--- config.mk ---
export PLATFORM = sky130hd
export DESIGN_NAME = stream_demux
export DESIGN_NICKNAME = d
export VERILOG_FILES = /design/src/rtl/stream_demux_pkg.sv /design/src/rtl/demux_out_slot.sv /design/src/rtl/stream_demux.sv
export SDC_FILE = /design/constraint.sdc
export NUM_CORES = 1
export LEC_CHECK = 0
export ABC_AREA = 1
export BUFFER_PORTS_ARGS = -buffer_cell sky130_fd_sc_hd__buf_2
export CAP_MARGIN = 20
export CORE_AREA = 2 2 46 48
export CTS_CLUSTER_DIAMETER = 120
export CTS_CLUSTER_SIZE = 14
export DETAILED_ROUTE_END_ITERATION = 12
export DIE_AREA = 0 0 48 50
export PLACE_DENSITY = 0.79
export SYNTH_ARGS = -nofsm -noshare
export SYNTH_HDL_FRONTEND = slang
export SYNTH_SLANG_ARGS = --single-unit
export TNS_END_PERCENT = 30
--- constraint.sdc ---
create_clock -name clk -period 2.67 [get_ports clk]
set_input_delay 0.534 -clock clk [delete_from_list [all_inputs] [get_ports clk]]
set_output_delay 0.534 -clock clk [all_outputs]
set_load 0.02 [all_outputs]
--- src/rtl/stream_demux_pkg.sv ---
// Shared types and constants for the stream demultiplexer.
// Imported by the slot and the top level.
package stream_demux_pkg;

    localparam int DROP_CNT_W = 8;

    typedef enum logic {
        SLOT_EMPTY = 1'b0,
        SLOT_FULL  = 1'b1
    } slot_state_e;

    function automatic int sel_width(input int n);
        return (n <= 2) ? 1 : $clog2(n);
    endfunction

endpackage

--- src/rtl/demux_out_slot.sv ---
// One-entry registered output slot for a demux channel.
// A drain and a load in the same cycle keep the slot full.
module demux_out_slot
    import stream_demux_pkg::*;
#(
    parameter int W = 8
) (
    input  logic         clk,
    input  logic         reset,
    input  logic         load,
    input  logic [W-1:0] load_data,
    output logic         out_valid,
    input  logic         out_ready,
    output logic [W-1:0] out_data,
    output logic         can_load
);

    slot_state_e  state_q;
    slot_state_e  state_d;
    logic [W-1:0] data_q;

    always_ff @(posedge clk) begin
        if (reset) begin
            state_q <= SLOT_EMPTY;
        end else begin
            state_q <= state_d;
        end
    end

    always_comb begin
        state_d = state_q;
        unique case (state_q)
            SLOT_EMPTY: begin
                if (load) begin
                    state_d = SLOT_FULL;
                end
            end
            SLOT_FULL: begin
                if (out_ready && !load) begin
                    state_d = SLOT_EMPTY;
                end
            end
            default: state_d = SLOT_EMPTY;
        endcase
    end

    // Data is not cleared on drain; it holds the last beat.
    always_ff @(posedge clk) begin
        if (reset) begin
            data_q <= '0;
        end else if (load) begin
            data_q <= load_data;
        end
    end

    assign out_valid = (state_q == SLOT_FULL);
    assign out_data  = data_q;
    assign can_load  = !out_valid || out_ready;

endmodule

--- src/rtl/stream_demux.sv ---
// 1-to-N valid/ready demultiplexer with per-channel slots.
// Out-of-range selects are accepted, dropped and counted.
module stream_demux
    import stream_demux_pkg::*;
#(
    parameter int N     = 2,
    parameter int W     = 8,
    parameter int SEL_W = sel_width(N)
) (
    input  logic                  clk,
    input  logic                  reset,
    input  logic                  in_valid,
    output logic                  in_ready,
    input  logic [W-1:0]          in_data,
    input  logic [SEL_W-1:0]      in_sel,
    output logic [N-1:0]          out_valid,
    input  logic [N-1:0]          out_ready,
    output logic [N*W-1:0]        out_data,
    output logic [DROP_CNT_W-1:0] drop_count
);

    localparam logic [SEL_W:0] N_CMP = (SEL_W+1)'(N);

    logic [N-1:0]          sel_hot;
    logic [N-1:0]          can_load;
    logic [N-1:0]          load;
    logic                  sel_in_range;
    logic                  sel_can_load;
    logic                  xfer;
    logic                  drop;
    logic [DROP_CNT_W-1:0] drop_q;

    assign sel_in_range = ({1'b0, in_sel} < N_CMP);

    always_comb begin
        sel_hot      = '0;
        sel_can_load = 1'b0;
        for (int k = 0; k < N; k++) begin
            if (in_sel == SEL_W'(k)) begin
                sel_hot[k]   = 1'b1;
                sel_can_load = can_load[k];
            end
        end
    end

    // Dropped beats never stall the input.
    assign in_ready = !reset &&
                      (sel_in_range ? sel_can_load : 1'b1);
    assign xfer     = in_valid && in_ready;
    assign load     = xfer ? sel_hot : '0;
    assign drop     = xfer && !sel_in_range;

    for (genvar k = 0; k < N; k++) begin : g_slot
        demux_out_slot #(
            .W(W)
        ) u_slot (
            .clk      (clk),
            .reset    (reset),
            .load     (load[k]),
            .load_data(in_data),
            .out_valid(out_valid[k]),
            .out_ready(out_ready[k]),
            .out_data (out_data[k*W +: W]),
            .can_load (can_load[k])
        );
    end

    always_ff @(posedge clk) begin
        if (reset) begin
            drop_q <= '0;
        end else if (drop && (drop_q != '1)) begin
            drop_q <= drop_q + 1'b1;
        end
    end

    assign drop_count = drop_q;

endmodule

==> results by group <==
Worst setup path
  – Critical Path Start: reset
  – Critical R2R Launch: g_slot[1].u_slot.out_valid
  – Critical path class: primary input to primary output
  – Highest fanout seen on the critical path: 11
  – Worst R2R Path Depth: 4
  – Worst setup SP type: primary input
  – Critical Path End: in_ready
  – Crit end category: primary output
  – R2R setup slack: 1490 ps
  – Critical path arrival: 1580 ps
  – Worst Path Required: 2140 ps
  – Reg2Reg Capture Point: g_slot[1].u_slot.out_data[3]

Logic synthesis
  – Register area share after synthesis: 42.0%
  – Compound-cell area share of the yosys netlist: 5.26%
  – Post-synth EDFFs: 0
  – Area contributors post-synth: dfxtp_1 42%, nor2_1 15%, buf_4 9.6%, nand4_1 5.8%, a21oi_1 5.3%
  – Share of Yosys cell area claimed by the top area cell type: 42.0%
  – Cell with the most instances after synthesis: nor2_1
  – Area leader, netlist: dfxtp_1
  – Yosys warns: 0
  – Adder-cell share of the synthesized area: 0%
  – Syn_area_per_cell: 7.45 µm²
  – Xor/xnor share of the synthesized area: 0%
  – Synth Area in Simple Gates: 33.0%
  – Ys async rst share: 0%
  – Top_reg_cell synth: dfxtp_1
  – #FFs+latches synth: 18
  – Yosys cell types: 17
  – Cells after synthesis: 115
  – Largest family of logic cells by synthesized area: simple AND/OR/NAND/NOR gates
  – Mux cell area share after synthesis: 0%
  – Synthesized cell area: 857 µm²
  – Post-synth top cells: 34 x nor2_1, 18 x dfxtp_1, 12 x inv_1

Timing
  – Crit share post-route: 79.4%
  – Final Max Slew Viols: 0
  – Tmin final: 2120 ps
  – Final setup TNS: 0 ps
  – Final setup violation count: 0
  – RSZ-0062 raised after global routing: false
  – WHS: 488 ps
  – Fmax achieved: 0.472 GHz
  – Clk_skew: 1.66 ps
  – Fin. Hold Viols: 0

Floorplan
  – Chip width: 48 µm
  – Die footprint: 2400 µm²
  – Core Region: 1900 µm²
  – DIE HEIGHT: 50 µm
  – Row Count: 16
  – Ports: 41
  – Initial cell density of the core: 45.1%

CTS
  – TritonCTS Buffers: 3
  – Post-CTS Setup Inserts: 0
  – Worst skew pair latency: 290 ps
  – Maximum clock insertion buffer count: 2
  – Sink Count: 18
  – Root Driver: clkbuf_4
  – Resize count post-CTS: 0
  – CTS tree: built
  – H-tree depth: 1
  – Hold_buf cts: 0
  – Clk slew on worst S/H paths: 100 ps

Detailed routing
  – Antenna-violating nets left: 0
  – Vias after detailed routing: 775
  – DRC: 0
  – Final wirelength: 1610 µm
  – DRT Pass-1 Iters: 5
  – WL/cell: 9.40 µm
  – Via/cell ratio: 4.53
  – DRT iter0 DRCs: 10

Pwr
  – Power per cell area: 549 nW/µm²
  – Maximum VDD drop: 0.369 mV
  – Leak Pwr: 0.552 nW
  – Part of the power in combinational logic: 16.9%
  – Pint: 0.000391 W
  – Net Sw Frac: 28.5%
  – Clock share of power: 31.0%
  – Psw: 0.000156 W
  – Reg power frac: 52.1%

Global routing
  – First-pass GRT wire length: 2710 µm
  – Grt ovf: 0
  – GRT Overall Usage: 15.5%
  – Antenna violations before repair: 0
  – Vias in the first global route: 680
  – Pin count of the biggest net entering global routing: 18

Layout
  – Nets: 159
  – Share of cells above drive strength 1: 29.9%
  – Synth-to-Final Area Change: 16.4%
  – Antenna Diode Count: 0

Min path
  – Hold Crit Class: flip-flop to flip-flop

Placed design
  – GP Congestion: 0.733
  – Detailed placement HPWL: 1260 µm
  – # port buffers: 32

Status
  – Outcome: finished, final reports clean

Run
  – Max Cap Viol: 0
cell families after synthesis:
kind of cell | count (synthesis)
buf+inv | 27
flops | 18
compound gates | 9
simple gates | 60
other cells | 1
cell usage in the layout, fill, tap and decap left out, drive strengths merged:
cell and instances:
conb 8, dfxtp 18, nor2 37, nand2 11, buf 32, inv 13
clkbuf 4, a21oi 9, nand3 2, nand4 10
flip-flops by register name (all words and copies together), names as in the netlist:
name / count
g_slot.u_slot.out_valid: 2
g_slot.u_slot.out_data: 16
worst max-delay path, stage by stage:
cell     delay, ps
buf_2          160
inv_1          280
nand2_1        110
nor2_2         260
buf_2          230
how the worst min path moves through the flow:
| stage | start | end | slack (ps) | depth (start not counted) |
|---|---|---|---|---|
| finish | g_slot[0].u_slot.out_data[1] | g_slot[0].u_slot.out_data[1] | 490 | 2 |
| detailed placement | g_slot[0].u_slot.out_data[2] | g_slot[0].u_slot.out_data[2] | 470 | 2 |
| floorplan | g_slot[1].u_slot.out_valid | g_slot[1].u_slot.out_valid | 500 | 2 |
| global route | g_slot[0].u_slot.out_data[3] | g_slot[0].u_slot.out_data[3] | 510 | 2 |
| global placement | g_slot[0].u_slot.out_data[0] | g_slot[0].u_slot.out_data[0] | 460 | 2 |
| CTS | g_slot[0].u_slot.out_data[6] | g_slot[0].u_slot.out_data[6] | 490 | 2 |
power groups by stage:
stage	Sequential (W)	Combinational, W	Clock [W]
after global placement	0.000291	0.0000907	0
after floorplan	0.000304	0.0000654	0
after CTS	0.000286	0.0000928	0.000171
after detailed placement	0.000291	0.0000924	0
after global routing	0.000287	0.000104	0.000180
final	0.000285	0.0000923	0.000170
metal layers:
metal,vias up,global-route usage [%],routed length [µm]
met4,0,9.01,42
li1,399,-,-
met5,-,0,0
met2,38,24.7,753
met3,6,3.66,128
met1,332,18.1,684
final cells by class:
type | count | area [µm²]
clock buffers | 4 | 36.3
fillers | 194 | 905
inverters | 13 | 48.8
multi-input cells | 77 | 358
flip-flops and latches | 18 | 360
well taps | 27 | 33.8
repair buffers | 32 | 160
metrics by stage:
step                      cells  setup slack [ps]  utilization, %  instance area (µm²)  total power, W
final                       171               551            52.4                  997        0.000547
after CTS                   171               569            52.4                  997        0.000550
after global routing        171               451            52.4                  997        0.000571
after floorplan             122               992               -                  883        0.000369
after global placement      167               625            50.5                  961        0.000382
after detailed placement    167               567            50.5                  961        0.000384
Power figures use the tool's default switching activity.
